<file path="src/rtl/mcpu_pkg.sv">
// Shared fetch-stage types and constants for the mcpu core.
// The queue entry carries a fixed 16-bit pc field. Narrower address widths are zero-extended.
package mcpu_pkg;

   localparam int unsigned PC_BITS = 16;
   localparam int unsigned LEN_BIT = 7;
   localparam logic [7:0]  HALT_OP = 8'hFF;

   typedef struct packed {
      logic [PC_BITS-1:0] pc;
      logic [7:0]         op;
      logic [7:0]         arg;
      logic [1:0]         len;
   } fetch_entry_t;

   localparam int unsigned ENTRY_BITS = $bits(fetch_entry_t);

   function automatic logic [1:0] instr_length(input logic [7:0] op);
      return op[LEN_BIT] ? 2'd2 : 2'd1;
   endfunction

   function automatic logic is_halt_op(input logic [7:0] op);
      return op == HALT_OP;
   endfunction

endpackage

</file>
<file path="src/rtl/mcpu_fetch_fifo.sv">
// Two-entry shifting queue. The head register drives the consumer directly.
// flush empties the queue and takes priority over push and pop.
module mcpu_fetch_fifo #(
   parameter int unsigned WIDTH = 8
) (
   input  logic             clk,
   input  logic             rst_n,
   input  logic             flush,
   input  logic             push,
   input  logic [WIDTH-1:0] push_data,
   input  logic             pop,
   output logic [WIDTH-1:0] head,
   output logic [1:0]       count,
   output logic             valid
);

   logic [WIDTH-1:0] head_q, head_d, tail_q, tail_d;
   logic [1:0]       count_q, count_d;
   logic             do_pop;

   assign do_pop = pop && (count_q != 2'd0);

   always_comb begin
      head_d  = head_q;
      tail_d  = tail_q;
      count_d = count_q;
      if (flush) begin
         count_d = 2'd0;
      end else begin
         case ({push, do_pop})
            2'b10: begin
               if (count_q == 2'd0) head_d = push_data;
               else                 tail_d = push_data;
               count_d = count_q + 2'd1;
            end
            2'b01: begin
               if (count_q == 2'd2) head_d = tail_q;
               count_d = count_q - 2'd1;
            end
            2'b11: begin
               // Count unchanged. The older tail moves to the head before the new entry lands.
               if (count_q == 2'd2) begin
                  head_d = tail_q;
                  tail_d = push_data;
               end else begin
                  head_d = push_data;
               end
            end
            default: ;
         endcase
      end
   end

   always_ff @(posedge clk or negedge rst_n) begin
      if (!rst_n) begin
         head_q  <= '0;
         tail_q  <= '0;
         count_q <= 2'd0;
      end else begin
         head_q  <= head_d;
         tail_q  <= tail_d;
         count_q <= count_d;
      end
   end

   assign head  = head_q;
   assign count = count_q;
   assign valid = (count_q != 2'd0);

endmodule

</file>
<file path="src/rtl/mcpu_fetch.sv">
// Instruction fetch with a pc register, a RUN/HALT FSM and a 2-deep instruction queue.
// Defining MCPU_FETCH_HALT_EN stops fetch after opcode 0xFF until the next redirect.
module mcpu_fetch
   import mcpu_pkg::*;
#(
   parameter int unsigned               IROM_ADDR_BITS = 14,
   parameter logic [IROM_ADDR_BITS-1:0] RESET_VECTOR   = '0
) (
   input  logic                      clk,
   input  logic                      rst_n,
   output logic [IROM_ADDR_BITS-1:0] irom_addr0,
   input  logic [7:0]                irom_out0,
   output logic [IROM_ADDR_BITS-1:0] irom_addr1,
   input  logic [7:0]                irom_out1,
   input  logic                      redirect_valid,
   input  logic [IROM_ADDR_BITS-1:0] redirect_addr,
   output logic                      instr_valid,
   input  logic                      instr_ready,
   output logic [7:0]                instr_op,
   output logic [7:0]                instr_arg,
   output logic [IROM_ADDR_BITS-1:0] instr_pc,
   output logic [1:0]                instr_len
);

   localparam logic [0:0] ST_RUN  = 1'b0;
   localparam logic [0:0] ST_HALT = 1'b1;

   logic [0:0]                state_q, state_d;
   logic [IROM_ADDR_BITS-1:0] pc_q, pc_d;
   logic [1:0]                len;
   logic [1:0]                count;
   logic                      handshake, enq, halted;
   fetch_entry_t              new_entry, head;
   logic [ENTRY_BITS-1:0]     head_bits;
   logic                      unused_head_pc;

   assign irom_addr0 = pc_q;
   assign irom_addr1 = pc_q + IROM_ADDR_BITS'(1);
   assign len        = instr_length(irom_out0);

   always_comb begin
      new_entry     = '0;
      new_entry.pc  = PC_BITS'(pc_q);
      new_entry.op  = irom_out0;
      new_entry.arg = (len == 2'd2) ? irom_out1 : 8'h00;
      new_entry.len = len;
   end

   assign halted    = (state_q == ST_HALT);
   assign handshake = instr_valid && instr_ready;
   // A head consumed on this edge frees a slot for the fetch on the same edge.
   assign enq = !halted && !redirect_valid && ((count < 2'd2) || handshake);

   always_comb begin
      state_d = state_q;
      pc_d    = pc_q;
      if (redirect_valid) begin
         state_d = ST_RUN;
         pc_d    = redirect_addr;
      end else if (enq) begin
         pc_d = pc_q + IROM_ADDR_BITS'(len);
`ifdef MCPU_FETCH_HALT_EN
         if (is_halt_op(irom_out0)) state_d = ST_HALT;
`endif
      end
   end

   always_ff @(posedge clk or negedge rst_n) begin
      if (!rst_n) begin
         state_q <= ST_RUN;
         pc_q    <= RESET_VECTOR;
      end else begin
         state_q <= state_d;
         pc_q    <= pc_d;
      end
   end

   mcpu_fetch_fifo #(
      .WIDTH(ENTRY_BITS)
   ) u_fifo (
      .clk      (clk),
      .rst_n    (rst_n),
      .flush    (redirect_valid),
      .push     (enq),
      .push_data(new_entry),
      .pop      (handshake),
      .head     (head_bits),
      .count    (count),
      .valid    (instr_valid)
   );

   assign head           = head_bits;
   assign instr_op       = head.op;
   assign instr_arg      = head.arg;
   assign instr_pc       = head.pc[IROM_ADDR_BITS-1:0];
   assign instr_len      = head.len;
   assign unused_head_pc = ^head.pc;

endmodule

</file>
<file path="config.mk">
export PLATFORM = sky130hd
export DESIGN_NAME = mcpu_fetch
export DESIGN_NICKNAME = d
export VERILOG_FILES = /design/src/rtl/mcpu_pkg.sv /design/src/rtl/mcpu_fetch_fifo.sv /design/src/rtl/mcpu_fetch.sv
export SDC_FILE = /design/constraint.sdc
export NUM_CORES = 1
export LEC_CHECK = 0
export BUFFER_PORTS_ARGS = -buffer_cell sky130_fd_sc_hd__buf_2
export CORE_AREA = 3 3 90 92
export CTS_CLUSTER_DIAMETER = 40
export DETAILED_ROUTE_END_ITERATION = 6
export DIE_AREA = 0 0 93 95
export GPL_TIMING_DRIVEN = 0
export HOLD_SLACK_MARGIN = 0.03
export PLACE_DENSITY = 0.8
export SLEW_MARGIN = 40
export SYNTH_ARGS = -nofsm -noshare
export SYNTH_HDL_FRONTEND = slang
export SYNTH_SLANG_ARGS = --single-unit
</file>
<file path="constraint.sdc">
create_clock -name clk -period 2.19 [get_ports clk]
set_clock_uncertainty 0.05 [all_clocks]
set_input_delay 0.438 -clock clk [delete_from_list [all_inputs] [get_ports clk]]
set_output_delay 0.438 -clock clk [all_outputs]
set_load 0.01 [all_outputs]
</file>
==> results of run 1 <==
==> cell families after synthesis <==
family | synth area share (%)
flip-flops | 49.5
buffers and inverters | 7.65
AND/OR/NAND/NOR | 18.9
XOR/XNOR | 4.66
AO/OA/AOI/OAI | 9.30
adder cells (fa/ha/maj) | 1.46
multiplexers | 8.50
==> power by group through the flow <==
stage               Clock [W]  Sequential [W]  Combinational (W)
detailed placement          0         0.00197            0.00114
global route          0.00142         0.00200            0.00138
finish                0.00134         0.00196            0.00126
global placement            0         0.00196            0.00109
CTS                   0.00136         0.00196            0.00122
floorplan                   0         0.00198           0.000701
==> worst max-delay path: cells and delay by family, from the launching register on <==
kind          cells  cell delay (ns)
simple gates      3             0.56
xor+xnor          1             0.16
buf+inv           2             0.28
flops             1             0.39
==> per-stage QoR <==
stage          area [µm²]  total power, W  TNS [ns]  hold slack, ns  utilization (%)
6_report             5110         0.00456   -0.0977           0.244             70.1
5_1_grt              5110         0.00480    -0.621           0.244             70.1
4_1_cts              5030         0.00453   -0.0412           0.237             69.0
3_5_place_dp         4570         0.00311     -2.74           0.269             62.6
3_3_place_gp         4530         0.00305     -1.94           0.408             62.2
2_1_floorplan        3940         0.00268         0          0.0924                -
==> state kept, by name, indices dropped and copies added, names as in the netlist <==
name           flops
u_fifo.head       31
irom_addr0        14
u_fifo.tail_q     31
u_fifo.count       2
==> layout make-up <==
| type | count | area (µm²) | area share (%) |
|---|---|---|---|
| Multi-Input combinational cell | 286 | 1780 | 34.8 |
| Clock inverter | 3 | 90.1 | 1.76 |
| Tap cell | 99 | 124 | 2.42 |
| Timing Repair Buffer | 116 | 667 | 13.0 |
| Clock buffer | 13 | 159 | 3.11 |
| Inverter | 5 | 18.8 | 0.367 |
| Buffer | 45 | 318 | 6.21 |
| Sequential cell | 78 | 1960 | 38.3 |
==> synthesized netlist by cell type, types with 8 or more instances <==
cell type / number
sky130_fd_sc_hd__nand3_1: 13
sky130_fd_sc_hd__nor2_1: 41
sky130_fd_sc_hd__xnor2_1: 13
sky130_fd_sc_hd__buf_2: 11
sky130_fd_sc_hd__dfrtp_1: 78
sky130_fd_sc_hd__a31oi_1: 30
sky130_fd_sc_hd__o21ai_0: 25
sky130_fd_sc_hd__mux2_4: 16
sky130_fd_sc_hd__nand2_1: 90
sky130_fd_sc_hd__clkbuf_1: 18
sky130_fd_sc_hd__buf_4: 15
sky130_fd_sc_hd__xor2_1: 8
==> what timing repair did <==
item / CTS / global route
pin swaps: 4 / 6
endpoints found under the hold margin: 25 / 0
setup buffers: 15 / 6
gates resized for setup: 31 / 10
endpoints found under the setup margin: 11 / 19
gates cloned: 0 / 0
hold buffers: 1 / 0
==> per-layer routing <==
| layer | vias to the layer above | GRT usage, % | wire (µm) |
|---|---|---|---|
| li1 | 1643 | - | - |
| met1 | 1701 | 31.9 | 4260 |
| met2 | 175 | 41.1 | 5150 |
| met3 | 26 | 6.14 | 942 |
| met4 | 0 | 8.67 | 192 |
| met5 | - | 0 | 0 |
==> worst max-delay path by stage <==
stage	start	end	slack [ns]	depth (start not counted)
final	irom_addr0[6]	irom_addr1[11]	-0.04	6
after global routing	irom_addr0[6]	irom_addr1[11]	-0.16	6
after CTS	irom_addr0[8]	irom_addr1[13]	-0.02	6
after detailed placement	irom_out0[7]	irom_addr0[12]	-0.40	9
after global placement	irom_out0[7]	irom_addr0[12]	-0.35	9
after floorplan	irom_out0[7]	irom_addr0[12]	0.07	8
==> impl_metrics.toml, run 1 <==
[status]
status = "finished, violations left"
violations = "setup timing"

[cells_and_area]
most-common-layout-cells = "sky130_fd_sc_hd__buf_2, sky130_fd_sc_hd__nand2_1, sky130_fd_sc_hd__dfrtp_1"
mostFrequentLayoutCell = "sky130_fd_sc_hd__buf_2"
finish.cell_count_without_fillers = 645
layout-drive-gt1-share_pct = 37.4
fill_cells = 577
diodes = 0
syn_to_final_growth_pct = 29.7
final_nets = 579

[cts]
cts.path.max_buffers = 2
cts.reportedPaths.clkPinSlew_ns = 0.08
htreeDepth = 3
cts_tree = "built"
clockRootBuffer = "sky130_fd_sc_hd__clkbuf_8"
cts-buffers-inserted = 9
clock_insertion_delay_worst_skew_ns = 0.35
cts_sinks = 78

[synth]
synth_area_um2 = 3940
synth.yosys.seq_area_share_pct = 49.5
postSynthAreaPerCell_um2 = 9.46
synth_largest_area_cell = "sky130_fd_sc_hd__dfrtp_1"
net_count_synth = 455
yosys_register_bits = 78
synth_cells = 417
synth_flop_cell = "sky130_fd_sc_hd__dfrtp_1"
synth_enable_flop_cells = 0
synth.top_cell.area_share_pct = 49.5
synth.lib_cells_used.distinct = 36
synthTopCellsByArea = "sky130_fd_sc_hd__dfrtp_1, sky130_fd_sc_hd__nand2_1, sky130_fd_sc_hd__mux2_4"
synthesis.yosys.warnings = 0
asyncSetResetFlopFracSynth_pct = 100

[global_route]
overflow = 0
grt_pass1_vias = 3572
wire_length_of_the_first_global_routing_pass_mm = 17.1
grtUsageTotal_pct = 24.8
number_of_antenna_violations_at_the_first_check_in_global_routing = 0
grt_max_degree = 54

[worst_setup_path]
worstPathArrival_ns = 1.74
crit_path_max_incr_delay_ns = 0.39
crit_path_max_fanout = 4
path_cells = "buf_6 -> nand4_1 -> or2_4 -> nor2_4 -> xor2_1 -> buf_2"
worst_r2r_startpoint = "irom_addr0[0]"
worst-setup-path-type = "register to output port"
cp_slowest_cell = "sky130_fd_sc_hd__dfrtp_1"
worstRegToRegCells = 7
required_ns = 1.70
reg2reg_to = "irom_addr0[10]"
timing.critical_path.to_type = "output port"
r2r_slack_ns = 0.15
launching_element_type_of_the_critical_path = "register"

[power]
power-per-cell-area_nw_per_um2 = 892
power_switching_w = 0.00135
switching_share_pct = 29.6
p_int_w = 0.00321
portion_of_total_power_attributed_to_the_clock_network_pct = 29.4
ir_worst_vdd_mv = 0.405
static-leakage-power_nw = 2.39
pwr-share-seq_pct = 43.0
combPwrFrac_pct = 27.5

[floorplan]
boundaryPins = 95
placementRows = 31
chipHeight_um = 95
initial_util_pct = 54.1
die_area_um2 = 8840
chipWidth_um = 93
placeableCoreArea_um2 = 7290

[place]
numPlacedInstances = 610
port-buffer-count = 93
gp_congestion = 0.874
dpl_worst_slack_ns = -0.403
hpwlAfterDp_mm = 6.95

[timing]
timing.final.ws_setup_ns = -0.0425
timing.max_slew.rel_slack_pct = 62.4
fmaxAchievable_mhz = 448
final-max-slew-violation-count = 0
timing.final.hold_violations = 0
fraction_of_the_cycle_the_final_worst_path_needs_pct = 102
final-setup-viol-count = 3
post-route-min-period_ns = 2.23
max_slew.worst_pin.slew_ns = 0.565
rsz0062_at_grt = "yes"

[hold_path]
hold-path-cell-count = 3
hp-start = "redirect_addr[7]"
capture_endpoint_of_the_worst_hold_path = "irom_addr0[7]"
min-delay-path-class = "input pin to register"

[detailed_routing]
initial_drt_pass_iterations = 5
overall_routed_net_length_mm = 10.5
postRouteAntennaNets = 0
wire_per_inst_um = 16.3
drt_first_iter_violations = 214
detailroute.via_count = 3545
drcViolationCount = 0
via_per_inst = 5.50

[job]
drv_cap = 0
Note: power is estimated with default switching activity, not from simulation.
==> run 2, diff against run 1 <==
- BUFFER_PORTS_ARGS: -buffer_cell sky130_fd_sc_hd__buf_2 -> unset
- CORE_AREA: 3 3 90 92 -> 3 3 84 86
- DIE_AREA: 0 0 93 95 -> 0 0 87 89
- DONT_BUFFER_PORTS: unset -> 1
- PLACE_DENSITY: 0.8 -> 0.78
==> run 2 against run 1 <==
  * Combinational power fell by 28%
  * Via count decreased by 11%
  * Clock power is 10% lower
  * Die area decreased by 12%
  * Critical path type is now input pin to register
  * Flip-flop and latch count unchanged
  * The flow finishes with violations (hold timing, setup timing)
  * Critical endpoint is now irom_addr0[8]
==> impl_metrics.toml, run 2 (synthesized netlist as in run 1, its figures left out) <==
[cts]
cts-buffers-inserted = 9
htreeDepth = 3
clock_insertion_delay_worst_skew_ns = 0.35
cts_tree = "built"
cts_sinks = 78
cts.reportedPaths.clkPinSlew_ns = 0.08
clockRootBuffer = "sky130_fd_sc_hd__clkbuf_8"
cts.path.max_buffers = 2

[cells_and_area]
diodes = 0
final_nets = 478
finalInstanceArea_um2 = 4540
finish.cell_count_without_fillers = 522
mostFrequentLayoutCell = "sky130_fd_sc_hd__nand2_1"
layout-drive-gt1-share_pct = 24.7
most-common-layout-cells = "sky130_fd_sc_hd__nand2_1, sky130_fd_sc_hd__dfrtp_1, sky130_fd_sc_hd__nor2_1"
syn_to_final_growth_pct = 15.1
finalCoreUtilization_pct = 71.5
fill_cells = 447

[timing]
post-route-min-period_ns = 2.22
fraction_of_the_cycle_the_final_worst_path_needs_pct = 101
fmaxAchievable_mhz = 451
rsz0062_at_grt = "yes"
timing.max_slew.rel_slack_pct = 63.9
hold_ws_ns = -0.276
timing.final.ws_setup_ns = -0.0291
final-setup-viol-count = 4
final-max-slew-violation-count = 0
timing.final.hold_violations = 78
max_slew.worst_pin.slew_ns = 0.541

[power]
report.power.total_w = 0.00416
power-per-cell-area_nw_per_um2 = 916
ir_worst_vdd_mv = 0.595
static-leakage-power_nw = 1.96

[worst_setup_path]
launching_element_type_of_the_critical_path = "input pin"
worst_r2r_startpoint = "irom_addr0[0]"
r2r_slack_ns = 0.03
reg2reg_to = "irom_addr0[8]"
worst-setup-path-type = "input pin to register"
setup.worst_path.start = "irom_out0[7]"
worstRegToRegCells = 6
required_ns = 2.34
worstPathArrival_ns = 2.37
timing.critical_path.to_type = "register"
crit_path_max_fanout = 10

[global_route]
number_of_antenna_violations_at_the_first_check_in_global_routing = 0
overflow = 0
grt_max_degree = 79
grt_pass1_vias = 3014
wire_length_of_the_first_global_routing_pass_mm = 15.0
grtUsageTotal_pct = 25.1

[detailed_routing]
postRouteAntennaNets = 0
wire_per_inst_um = 19.1
drcViolationCount = 0
initial_drt_pass_iterations = 5
detailroute.via_count = 3143
overall_routed_net_length_mm = 9.97
via_per_inst = 6.02
drt_first_iter_violations = 218

[floorplan]
chipHeight_um = 89
placeableCoreArea_um2 = 6350
initial_util_pct = 62.1
chipWidth_um = 87
boundaryPins = 95
placementRows = 29
die_area_um2 = 7740

[place]
postPlaceCellArea_um2 = 4040
hpwlAfterDp_mm = 6.29
port-buffer-count = 0
gp_congestion = 0.875
numPlacedInstances = 494

[status]
status = "finished, violations left"
violations = "hold timing, setup timing"

[job]
drv_cap = 0

[hold_path]
min-delay-path-class = "input pin to asynchronous set/reset pin"
==> run 2: stage by stage <==
step / setup slack [ns] / TNS, ns
3_3_place_gp: -0.233 / -0.777
4_1_cts: 0.00438 / 0
5_1_grt: -0.109 / -0.603
6_report: -0.0291 / -0.0447
2_1_floorplan: 0.0697 / 0
3_5_place_dp: -0.302 / -1.05
==> run 2: cell type report <==
type	count	area (µm²)	share of cell area, %
sequential	78	1960	43.2
multi-input combinational	286	1820	40.1
buffer	46	315	6.95
clock buffer	10	138	3.03
timing repair buffer	14	105	2.32
tap	77	96.3	2.12
clock inverter	6	85.1	1.87
inverter	5	18.8	0.413
==> run 2: worst max path at each step <==
stage / end / slack [ns] / cells after the start
6_report: irom_addr0[8] / -0.03 / 8
3_5_place_dp: irom_addr0[6] / -0.30 / 8
3_3_place_gp: irom_addr0[12] / -0.23 / 8
5_1_grt: irom_addr1[7] / -0.11 / 5
2_1_floorplan: irom_addr0[12] / 0.07 / 8
4_1_cts: irom_addr1[13] / 0.004 / 5
==> run 2: report_power, final <==
part / switching [W] / internal, W
clock: 0.000531 / 0.000669
combinational: 0.000452 / 0.000460
sequential: 0.000292 / 0.00176
==> run 2: critical path, cell delays in order <==
cell and delay, ns:
sky130_fd_sc_hd__clkbuf_1 0.21, sky130_fd_sc_hd__inv_1 0.19, sky130_fd_sc_hd__ha_1 0.19, sky130_fd_sc_hd__inv_1 0.06
sky130_fd_sc_hd__fa_1 0.48, sky130_fd_sc_hd__nor4_1 0.51, sky130_fd_sc_hd__xnor2_1 0.18, sky130_fd_sc_hd__o21ai_0 0.11
==> run 2: layer usage <==
metal | track usage, % | part of all wire, % | up-vias
li1 | - | - | 1423
met1 | 33.7 | 41 | 1548
met2 | 39.0 | 48 | 140
met3 | 7.19 | 8.2 | 32
met4 | 9.63 | 2.9 | 0
met5 | 0 | 0 | -
==> run 2: repair_timing <==
action	4_1_cts	5_1_grt
setup endpoints to repair	10	10
hold endpoints to repair	78	78
pin swaps	3	4
setup buffers	5	9
gates resized for setup	28	18
==> run 3, diff against run 2 <==
- PLACE_DENSITY: 0.78 -> unset
- PLACE_DENSITY_LB_ADDON: unset -> 0.25
==> run 3 against run 2 <==
  * The flow still finishes with violations (hold timing, setup timing)
  * Clock-buffer cell count fell by 1
  * Sequential power about the same
  * Utilization grew 0.33 points
  * Critical path type is now register to output port
  * Highest routed layer unchanged
==> impl_metrics.toml, run 3 (synthesized netlist as in run 1, its figures left out) <==
[status]
status = "finished, violations left"
violations = "hold timing, setup timing"

[cells_and_area]
mostFrequentLayoutCell = "sky130_fd_sc_hd__nand2_1"
final_nets = 485
most-common-layout-cells = "sky130_fd_sc_hd__nand2_1, sky130_fd_sc_hd__dfrtp_1, sky130_fd_sc_hd__buf_4"
syn_to_final_growth_pct = 15.6
diodes = 0
finalInstanceArea_um2 = 4560
layout-drive-gt1-share_pct = 25.2

[worst_setup_path]
worstPathArrival_ns = 1.76
worst-setup-path-type = "register to output port"
crit_path_max_incr_delay_ns = 0.39
required_ns = 1.70
worst_r2r_startpoint = "irom_addr0[0]"
timing.critical_path.to_type = "output port"
crit_path_max_fanout = 6
cp_slowest_cell = "sky130_fd_sc_hd__dfrtp_1"
reg2reg_to = "irom_addr0[10]"
path_cells = "buf_6 -> nand4_1 -> or2_4 -> nor2_4 -> xor2_2"
worstRegToRegCells = 6
launching_element_type_of_the_critical_path = "register"
r2r_slack_ns = 0.11

[global_route]
wire_length_of_the_first_global_routing_pass_mm = 15.2
grt_max_degree = 79
grt_pass1_vias = 3075
overflow = 0
number_of_antenna_violations_at_the_first_check_in_global_routing = 0
grtUsageTotal_pct = 25.3

[detailed_routing]
wire_per_inst_um = 18.8
detailroute.via_count = 3224
initial_drt_pass_iterations = 5
overall_routed_net_length_mm = 9.94
via_per_inst = 6.09
drcViolationCount = 0
postRouteAntennaNets = 0
drt_first_iter_violations = 321

[power]
power-per-cell-area_nw_per_um2 = 880
static-leakage-power_nw = 1.98
ir_worst_vdd_mv = 0.519

[cts]
cts.path.max_buffers = 2
clockRootBuffer = "sky130_fd_sc_hd__clkbuf_8"
cts_sinks = 78
htreeDepth = 3
cts_tree = "built"
cts.reportedPaths.clkPinSlew_ns = 0.08
cts-buffers-inserted = 9
clock_insertion_delay_worst_skew_ns = 0.35

[job]
drv_cap = 0

[timing]
timing.final.hold_violations = 78
post-route-min-period_ns = 2.25
timing.final.ws_setup_ns = -0.0617
fmaxAchievable_mhz = 444
final-setup-viol-count = 4
rsz0062_at_grt = "yes"
hold_ws_ns = -0.277
final-max-slew-violation-count = 0
fraction_of_the_cycle_the_final_worst_path_needs_pct = 103
max_slew.worst_pin.slew_ns = 0.582
timing.max_slew.rel_slack_pct = 61.2

[floorplan]
die_area_um2 = 7740
initial_util_pct = 62.1
boundaryPins = 95
placeableCoreArea_um2 = 6350
placementRows = 29
chipWidth_um = 87
chipHeight_um = 89

[place]
postPlaceCellArea_um2 = 4040
port-buffer-count = 0
gp_congestion = 0.866
dpl_worst_slack_ns = -0.235
hpwlAfterDp_mm = 6.37

[hold_path]
min-delay-path-class = "input pin to asynchronous set/reset pin"
run 3: worst max path at each step:
stage / start / endpoint / slack, ns / cells after the start
global route: irom_addr0[4] / irom_addr1[7] / -0.13 / 5
floorplan: irom_out0[7] / irom_addr0[12] / 0.07 / 8
global placement: irom_out0[7] / irom_addr0[12] / -0.21 / 8
detailed placement: irom_out0[7] / irom_addr0[12] / -0.23 / 8
finish: irom_addr0[6] / irom_addr1[13] / -0.06 / 5
CTS: irom_addr0[4] / irom_addr1[10] / 0.0002 / 5
run 3: layout make-up:
type / instances / area (µm²)
fillers: 481 / 1790
clock buffers: 9 / 124
clock inverters: 7 / 65.1
repair buffers: 21 / 158
plain buffers: 46 / 315
flip-flops and latches: 78 / 1960
well taps: 77 / 96.3
inverters: 5 / 18.8
multi-input cells: 286 / 1830
run 3: per-stage QoR:
step / instances / util (%) / setup TNS, ns / total power, W
after global routing: 529 / 71.8 / -0.494 / 0.00425
after floorplan: 417 / - / 0 / 0.00268
after global placement: 494 / 63.6 / -0.701 / 0.00284
final: 529 / 71.8 / -0.169 / 0.00402
after CTS: 511 / 68.3 / 0 / 0.00395
after detailed placement: 494 / 63.6 / -0.838 / 0.00288
run 3: power by group:
| part | leakage (nW) | switching, W | internal, W |
|---|---|---|---|
| sequential | 0.923 | 0.000285 | 0.00175 |
| clock | 0.0948 | 0.000527 | 0.000518 |
| combinational | 0.968 | 0.000455 | 0.000476 |
run 3: repair_timing:
item / CTS / global route
resized for setup: 24 / 20
endpoints found under the setup margin: 8 / 9
hold endpoints to repair: 78 / 78
pin swaps: 5 / 5
setup buffers: 3 / 18
run 3: worst max-delay path: cells and delay by family (launching register included):
family                 cells  cell delay [ns]
XOR/XNOR                   1             0.20
buffers and inverters      1             0.14
AND/OR/NAND/NOR            3             0.68
flip-flops                 1             0.39
run 3: routing by layer:
layer	up-vias	wire, µm	GRT usage, %
met1	1582	3940	34.0
met3	40	807	7.10
met2	163	4880	39.5
met5	-	0	0
li1	1439	-	-
met4	0	305	9.35
